[src/rtl/mips_pkg.sv]
// Shared definitions for the MIPS register bank with scoreboard.
// Provides the default widths, the register count and a helper that
// recognises the hardwired-zero register.
// No ports: package only.
package mips_pkg;

   localparam int DATA_W_DEF = 32;
   localparam int ADDR_W_DEF = 5;
   localparam int NUM_REGS   = 32;

   localparam logic [ADDR_W_DEF-1:0] REG_ZERO = 5'd0;

   // Register 0 is hardwired: never written, never pending, always reads 0.
   function automatic logic is_zero(input logic [ADDR_W_DEF-1:0] addr);
      return (addr == REG_ZERO);
   endfunction

endpackage

[src/rtl/reg_scoreboard.sv]
// Scoreboard for the register bank: tracks which registers have an
// outstanding producer and raises a stall on read-after-write hazards.
// Ports:
//   clk, reset                  clock and synchronous active-high reset
//   i_issueValid, i_issueDst    instruction issuing with a register destination
//   i_wbEn, i_wbAddr            write-back strobe and destination
//   i_rsAddr, i_rtAddr          decode-stage source addresses
//   i_rsUsed, i_rtUsed          instruction actually consumes rs / rt
//   o_stall                     combinational RAW hazard indication
//   o_pendingCnt                registered count of pending registers
module reg_scoreboard
   import mips_pkg::*;
#(
   parameter int ADDR_W = ADDR_W_DEF
) (
   input  logic              clk,
   input  logic              reset,
   input  logic              i_issueValid,
   input  logic [ADDR_W-1:0] i_issueDst,
   input  logic              i_wbEn,
   input  logic [ADDR_W-1:0] i_wbAddr,
   input  logic [ADDR_W-1:0] i_rsAddr,
   input  logic [ADDR_W-1:0] i_rtAddr,
   input  logic              i_rsUsed,
   input  logic              i_rtUsed,
   output logic              o_stall,
   output logic [ADDR_W:0]   o_pendingCnt
);

   localparam int              NumRegs = 2 ** ADDR_W;
   localparam logic [ADDR_W:0] MaxCnt  = (ADDR_W + 1)'(NumRegs - 1);

   logic [NumRegs-1:0] r_pending;
   logic [ADDR_W:0]    r_pendingCnt;

   logic w_pendEffRs;
   logic w_pendEffRt;
   logic w_stall;
   logic w_doIssue;
   logic w_doWb;
   logic w_inc;
   logic w_dec;

   // Hazard detection and the set/clear decisions for this cycle.
   // A write-back landing this cycle resolves the hazard on its register,
   // since the bank bypasses the written value straight to the read port.
   // The count moves by +1 only when an issue sets a clear bit, and by -1
   // only when a write-back clears a set bit that is not being re-claimed
   // by a same-cycle issue (the new producer keeps the register pending).
   always_comb begin
      w_pendEffRs = 1'b0;
      w_pendEffRt = 1'b0;
      w_stall     = 1'b0;
      w_doIssue   = 1'b0;
      w_doWb      = 1'b0;
      w_inc       = 1'b0;
      w_dec       = 1'b0;

      w_pendEffRs = r_pending[i_rsAddr] & ~(i_wbEn & (i_wbAddr == i_rsAddr));
      w_pendEffRt = r_pending[i_rtAddr] & ~(i_wbEn & (i_wbAddr == i_rtAddr));
      w_stall     = (i_rsUsed & w_pendEffRs) | (i_rtUsed & w_pendEffRt);

      w_doWb    = i_wbEn & ~is_zero(i_wbAddr);
      w_doIssue = i_issueValid & ~w_stall & ~is_zero(i_issueDst);

      w_inc = w_doIssue & ~r_pending[i_issueDst];
      w_dec = w_doWb & r_pending[i_wbAddr] &
              ~(w_doIssue & (i_issueDst == i_wbAddr));
   end

   // Pending vector and its running popcount. The issue assignment comes
   // after the write-back clear so a same-register collision stays pending.
   always_ff @(posedge clk) begin
      if (reset) begin
         r_pending    <= '0;
         r_pendingCnt <= '0;
      end else begin
         if (w_doWb) begin
            r_pending[i_wbAddr] <= 1'b0;
         end
         if (w_doIssue) begin
            r_pending[i_issueDst] <= 1'b1;
         end
         if (w_inc && !w_dec && (r_pendingCnt != MaxCnt)) begin
            r_pendingCnt <= r_pendingCnt + 1'b1;
         end else if (w_dec && !w_inc && (r_pendingCnt != '0)) begin
            r_pendingCnt <= r_pendingCnt - 1'b1;
         end
      end
   end

   assign o_stall      = w_stall;
   assign o_pendingCnt = r_pendingCnt;

endmodule

[src/rtl/register_file_sb.sv]
// MIPS register bank with scoreboard. Holds the register array, serves two
// combinational read ports with same-cycle write-through bypass and forces
// register 0 to read as zero. Hazard tracking lives in reg_scoreboard.
// Ports:
//   clk, reset                       clock and synchronous active-high reset
//   rs_addr/rs_data, rt_addr/rt_data decode-stage read ports
//   rs_used, rt_used                 instruction consumes rs / rt
//   issue_valid, issue_dst           issuing instruction and its RegDst destination
//   wb_en, wb_addr, wb_data          write-back port
//   stall                            RAW hazard, hold issue this cycle
//   pending_cnt                      number of registers currently pending
module register_file_sb
   import mips_pkg::*;
#(
   parameter int DATA_W = DATA_W_DEF,
   parameter int ADDR_W = ADDR_W_DEF
) (
   input  logic              clk,
   input  logic              reset,
   input  logic [ADDR_W-1:0] rs_addr,
   input  logic [ADDR_W-1:0] rt_addr,
   output logic [DATA_W-1:0] rs_data,
   output logic [DATA_W-1:0] rt_data,
   input  logic              rs_used,
   input  logic              rt_used,
   input  logic              issue_valid,
   input  logic [ADDR_W-1:0] issue_dst,
   input  logic              wb_en,
   input  logic [ADDR_W-1:0] wb_addr,
   input  logic [DATA_W-1:0] wb_data,
   output logic              stall,
   output logic [ADDR_W:0]   pending_cnt
);

   localparam int NumRegs = 2 ** ADDR_W;

   logic [DATA_W-1:0] r_regs [NumRegs];

   logic              w_stall;
   logic [ADDR_W:0]   w_pendingCnt;

   // Register array. Writes to register 0 are dropped so it stays zero.
   always_ff @(posedge clk) begin
      if (reset) begin
         for (int i = 0; i < NumRegs; i++) begin
            r_regs[i] <= '0;
         end
      end else if (wb_en && !is_zero(wb_addr)) begin
         r_regs[wb_addr] <= wb_data;
      end
   end

   // Read port A: zero register first, then the write-back bypass so a
   // consumer in the same cycle sees the value being written.
   always_comb begin
      rs_data = r_regs[rs_addr];
      if (is_zero(rs_addr)) begin
         rs_data = '0;
      end else if (wb_en && (wb_addr == rs_addr)) begin
         rs_data = wb_data;
      end
   end

   // Read port B: same priority as port A.
   always_comb begin
      rt_data = r_regs[rt_addr];
      if (is_zero(rt_addr)) begin
         rt_data = '0;
      end else if (wb_en && (wb_addr == rt_addr)) begin
         rt_data = wb_data;
      end
   end

   reg_scoreboard #(
      .ADDR_W(ADDR_W)
   ) u_scoreboard (
      .clk          (clk),
      .reset        (reset),
      .i_issueValid (issue_valid),
      .i_issueDst   (issue_dst),
      .i_wbEn       (wb_en),
      .i_wbAddr     (wb_addr),
      .i_rsAddr     (rs_addr),
      .i_rtAddr     (rt_addr),
      .i_rsUsed     (rs_used),
      .i_rtUsed     (rt_used),
      .o_stall      (w_stall),
      .o_pendingCnt (w_pendingCnt)
   );

   assign stall       = w_stall;
   assign pending_cnt = w_pendingCnt;

endmodule
[config.mk]
export PLATFORM = sky130hd
export DESIGN_NAME = register_file_sb
export DESIGN_NICKNAME = d
export VERILOG_FILES = /design/src/rtl/mips_pkg.sv /design/src/rtl/reg_scoreboard.sv /design/src/rtl/register_file_sb.sv
export SDC_FILE = /design/constraint.sdc
export NUM_CORES = 2
export LEC_CHECK = 0
export ABC_AREA = 1
export BUFFER_PORTS_ARGS = -buffer_cell sky130_fd_sc_hd__buf_4
export CAP_MARGIN = 10
export CORE_MARGIN = 2
export CORE_UTILIZATION = 23
export DETAILED_ROUTE_END_ITERATION = 12
export PLACE_DENSITY = 0.47
export SLEW_MARGIN = 20
export SYNTH_ARGS = -nofsm -noshare
export SYNTH_HDL_FRONTEND = slang
export SYNTH_SLANG_ARGS = --single-unit
export TNS_END_PERCENT = 30
[constraint.sdc]
create_clock -name clk -period 4.29 [get_ports clk]
set_clock_uncertainty 0.05 [all_clocks]
set_input_delay 0.858 -clock clk [delete_from_list [all_inputs] [get_ports clk]]
set_output_delay 0.858 -clock clk [all_outputs]
set_load 0.005 [all_outputs]
# Word-level counts from Yosys, hierarchy flattened
# Memory sizes are Yosys's and may differ from the RTL's.
# Index checks and enable logic that the tools add are counted.
# word_totals
mem_count,1
elab_cells,87
regBits,38
mem_bits_rw,1024
# mem_list
name,words,word_bits,read_ports,rd_clocked_by_memory_dff,wr,line,text
r_regs,32,32,2,0,32,register_file_sb.sv:37,logic [DATA_W-1:0] r_regs [NumRegs];
# classes
magnitude_cmp,6
muxes,29
n_reduce_logical,19
n_addsub,2
bitwise,24
n_eq_ne,4
# ops
cell,count
$mux 32,8
$and 32x32->32,1
$not 32->32,1
$or 32x32->32,1
$reduce_or 32->1,1
$lt 5x6->1 const B,4
$bmux 1 s5,4
$logic_not 5->1,4
$eq 5x5->1,3
$and 1x1->1,13
$mux 1,12
$mux 6,2
$demux 1 s5,2
$ge 5x1->1 const B,2
$logic_and 1x1->1,9
$not 1->1,7
$add 6x1->6 const B,1
$ne 6x5->1 const B,1
$reduce_bool 6->1,1
$sub 6x1->6 const B,1
$mux 5,1
$logic_not 1->1,3
$reduce_bool 2->1,1
$or 1x1->1,1

# Depth between registers and ports, before layout
# depth
ltp_word,16
ltp_mapped,25
ltp_nobuf,25

# Modules after synthesis
# A second synthesis with hierarchy kept.
# unflattened
cells_unflattened,7983
area_unflattened_um2,61205.0
# modules_own_cells
module,area_per_inst_um2,cells_per_inst,seq_area_each_um2,n_inst
register_file_sb,58003.1,7428,30749.5,1
reg_scoreboard,3201.8,555,760.7,1

# Worst setup path before layout
# OpenSTA, ideal clock, no wires.
# synth_path
kind,input-to-reg
from,in rs_addr[3]
to,"reg u_scoreboard.r_pendingCnt[5], in the netlist u_scoreboard.o_pendingCnt[5]"
setup_ns,0.115
n_path_buf,1
path_stages,21
path_slack_ns,0.963
arrival_ns,3.162
cell_sequence,buf_2 or2_1 a21oi_1 nand3_1 nand2_1 inv_1 nand3_1 nand4_2 nor2_4 nand2_4 ha_1 a21oi_1 nand2_1 a21oi_1 inv_1 a21oi_1 inv_1 nand3_1 nand2_1 a21oi_1 nor2_1
# synth_between
elab_chain_cells,16
# synth_lines
item,line,text
"start, declared",register_file_sb.sv:20,"input logic [ADDR_W-1:0] rs_addr,"
branches (longest 3 deep; another with $bmux 1 s5),--,
$and 1x1->1 *,reg_scoreboard.sv:59,w_pendEffRs = r_pending[i_rsAddr] & ~(i_wbEn & (i_wbAddr == i_rsAddr));
$and 1x1->1 *,reg_scoreboard.sv:61,w_stall = (i_rsUsed & w_pendEffRs) | (i_rtUsed & w_pendEffRt);
$or 1x1->1 *,reg_scoreboard.sv:61,
$not 1->1 *,reg_scoreboard.sv:64,w_doIssue = i_issueValid & ~w_stall & ~is_zero(i_issueDst);
$and 1x1->1 * (2 in a row),reg_scoreboard.sv:64,
$and 1x1->1,reg_scoreboard.sv:68,~(w_doIssue & (i_issueDst == i_wbAddr));
$not 1->1,reg_scoreboard.sv:68,
$and 1x1->1,reg_scoreboard.sv:67,w_dec = w_doWb & r_pending[i_wbAddr] &
$logic_not 1->1,reg_scoreboard.sv:84,if (w_inc && !w_dec && (r_pendingCnt != MaxCnt)) begin
$logic_and 1x1->1 (2 in a row),reg_scoreboard.sv:84,
$mux 6 or $reduce_bool 2->1 (tied branches),--,
"end signal, assigned",reg_scoreboard.sv:85,r_pendingCnt <= r_pendingCnt + 1'b1;
"end signal, assigned",reg_scoreboard.sv:87,r_pendingCnt <= r_pendingCnt - 1'b1;
"end, declared",reg_scoreboard.sv:34,logic [ADDR_W:0] r_pendingCnt;
# Mark *: on every way between the ends. The select of a mux whose other input is x is not followed.
# A chain may end at the register's enable or synchronous reset.

# Worst setup path after layout
# layout_path
from,in rs_addr[2]
to,out rs_data[15]
# layout_between
elab_chain_cells,4
# layout_lines
item,line,text
branches (longest 3 deep; another with $mem_v2 32x32),--,
$mux 32 *,register_file_sb.sv:57,if (is_zero(rs_addr)) begin
"end, declared",register_file_sb.sv:22,"output logic [DATA_W-1:0] rs_data,"
# Mark *: on every way between the ends.

==> impl_metrics.ini <==
[global_route]
antenna_found_initial = 9
grt_pass1_vias = 51100
track_usage_pct = 21.5
grt_pass1_wl_um = 396000
gr-total-overflow = 0
grt_start_max_net_pins = 105

[cts]
clock_sinks = 1062
cts_made_buffers = 130
htree_levels = 4
clock_latency_ns = 0.80
cts_tree = yes
cts_buffer_depth = 3
root_buffer = clkbuf_16
path_clk_slew_ns = 0.06
cts_hold_buf = 0

[setup_path]
cp.arrival_ns = 3.39
timing.rr.start = u_scoreboard.r_pending[21]$_SDFF_PP0_
slowest_delay_ns = 0.67
slowest_stage = buf_4
cp.required_ns = 3.38
cp-start-kind = input pin
crit_start = rs_addr[2]
crit_path_cell_trace = buf_4 -> clkinv_2 -> o22ai_1 -> nor2_1 -> nand3_4 -> buf_4 -> o21ai_0 -> a21oi_1 -> buf_4 -> buf_4
critical_path.max_fanout = 64
worstSetupEndpointType = output pin
path_class = input pin to output pin
cp.buffers_inverters = 5
crit_family = buffers and inverters
cp_common_cell = buf_4

[sta]
finalCriticalPeriod_ns = 4.30
whs_ns = 0.489
slew_viol_final = 0
timing.final.crit_share_pct = 100
hold_viol_final = 0
timing.fmax_mhz = 232
setup_viol = 1
grt_setup_unrepaired = yes
fin_ws_ns = -0.0130
worst_slew_pin_slew_ns = 1.13
slew_headroom_pct = 24.5

[drt]
drt_iter0_drc = 8152
firstDrtPassIters = 6
drc = 0
routed_wl_um = 285000
route.met3.wl_um = 27500
vias = 54800
highest_layer = met5
wl_per_cell_um = 27.9
wl_met2_um = 128000
routed_via_density = 5.36
wl_met1_um = 114000
ant_nets = 0

[cells_and_area]
fillers = 26800
regArea_mm2 = 0.0315
drive_above_1_share_pct = 10.9
stdcell_area_mm2 = 0.0688
nNetsFinal = 6838
area_delta_synth_final_pct = 18.3
multi_input_area_mm2 = 0.0224

[synth]
async_reset_ff_share_pct = 0
ys_seq_area_share_pct = 54.2
yosysMostFrequentCell = nor2_1
yosysTopAreaCell = edfxtp_1
avgSynthCellArea_um2 = 8.53
synth_top_area_share_pct = 52.9
yosys-top-cells-area = edfxtp_1, o21ai_0, nor2_1
syn_area_mm2 = 0.0582
synth-seq-cells = 1062
syn_inst = 6814
ys_dominant_reg_cell = edfxtp_1
synth.yosys.warnings = 0
synth-edff-count = 1024
synth_top_cells_by_count = nor2_1, o21ai_0, edfxtp_1
synthDistinctLibCells = 46

[die]
core_mm2 = 0.251
die_h_um = 507
rows = 184
die-area_mm2 = 0.257
io_pins = 129
die_x_um = 507
start_util_pct = 23.1

[place]
place_area_mm2 = 0.0646
port_buffers = 128
gp_congestion = 0.861
dp_hpwl_um = 161000
place_ws_ns = -0.358

[pwr]
ir_worst_vdd_mv = 0.249
power_leakage_nw = 25.0
p_per_area_mw_per_mm2 = 394
power_w = 0.0271

[run_status]
outcome = finished with violations
violations = negative setup slack

[job]
max-cap-violations = 0

[worst_hold_path]
hold_path.startpoint = issue_dst[2]
min_path_type = input pin to flip-flop
[power breakdown]
part / switching [W] / internal [W]
logic: 0.00280 / 0.00116
registers: 0.000254 / 0.0119
clock network: 0.00474 / 0.00626
total: 0.00779 / 0.0193
[final timing paths]
kind                                                                   to  slack [ns]  cells past startpoint
worst min register to register      u_scoreboard.r_pending[14]$_SDFF_PP0_        0.54                      2
worst max register to register  u_scoreboard.o_pendingCnt[5]$_SDFFE_PP0P_        1.08                     21
worst min-delay path                 u_scoreboard.r_pending[8]$_SDFF_PP0_        0.49                      4
worst max-delay path                                          rs_data[15]       -0.01                     10
[what timing repair did]
action,CTS,global route
gates cloned,2,0
resized for setup,4,6
buffers inserted,0,0
setup endpoints to repair,4,5
[final cells by class]
cell class                 instances  share of cell area, %
sequential                      1062                   45.8
multi-input combinational       4636                   32.6
timing repair buffer             458                   6.86
tap                             3348                   6.09
clock buffer                     162                   5.01
inverter                         487                   2.69
clock inverter                    68                  0.920
antenna                            3                 0.0109
[registers in the layout (all words and copies together), names as in the netlist]
signal                     flops
u_scoreboard.r_pending        32
u_scoreboard.o_pendingCnt      6
r_regs                      1024
[placed cells by master, fill, tap and decap left out, types with 92 or more instances in the layout]
| cell | n |
|---|---|
| o211ai_1 | 254 |
| buf_4 | 358 |
| inv_1 | 457 |
| a21oi_1 | 540 |
| o21ai_0 | 1211 |
| edfxtp_1 | 1024 |
| nand2_1 | 497 |
| clkbuf_16 | 133 |
| buf_12 | 92 |
| nand3_1 | 280 |
| nor2_1 | 1409 |
[cell families (layout without fill, tap and decap cells)]
family          count (synthesis)  in the layout  share of synthesized area (%)
flops                        1062           1062                           54.2
buf+inv                      1147           1175                           7.95
other cells                     1             35                        0.00645
simple gates                 2319           2319                           15.9
compound gates               2273           2273                           21.7
xor+xnor                        7              7                          0.105
fa+ha+maj                       5              5                          0.120
[worst min-delay path: stages]
cell and delay (ns):
buf_4 0.13, nor3_1 0.08, inv_1 0.11, o32ai_1 0.10
[stage by stage]
step                utilization, %  cells  TNS [ns]
floorplan                        -   6845         0
global placement              25.7   9989    -0.549
detailed placement            25.7   9989    -0.508
CTS                           27.4  10200         0
global route                  27.4  10200    -0.113
finish                        27.4  10200   -0.0130
[metal layers]
metal	track usage [%]	vias to the layer above
li1	-	23700
met1	28.4	27000
met2	33.4	3450
met3	3.99	680
met4	11.0	6
met5	0	-
No activity file was read; power rests on OpenSTA's default activity.
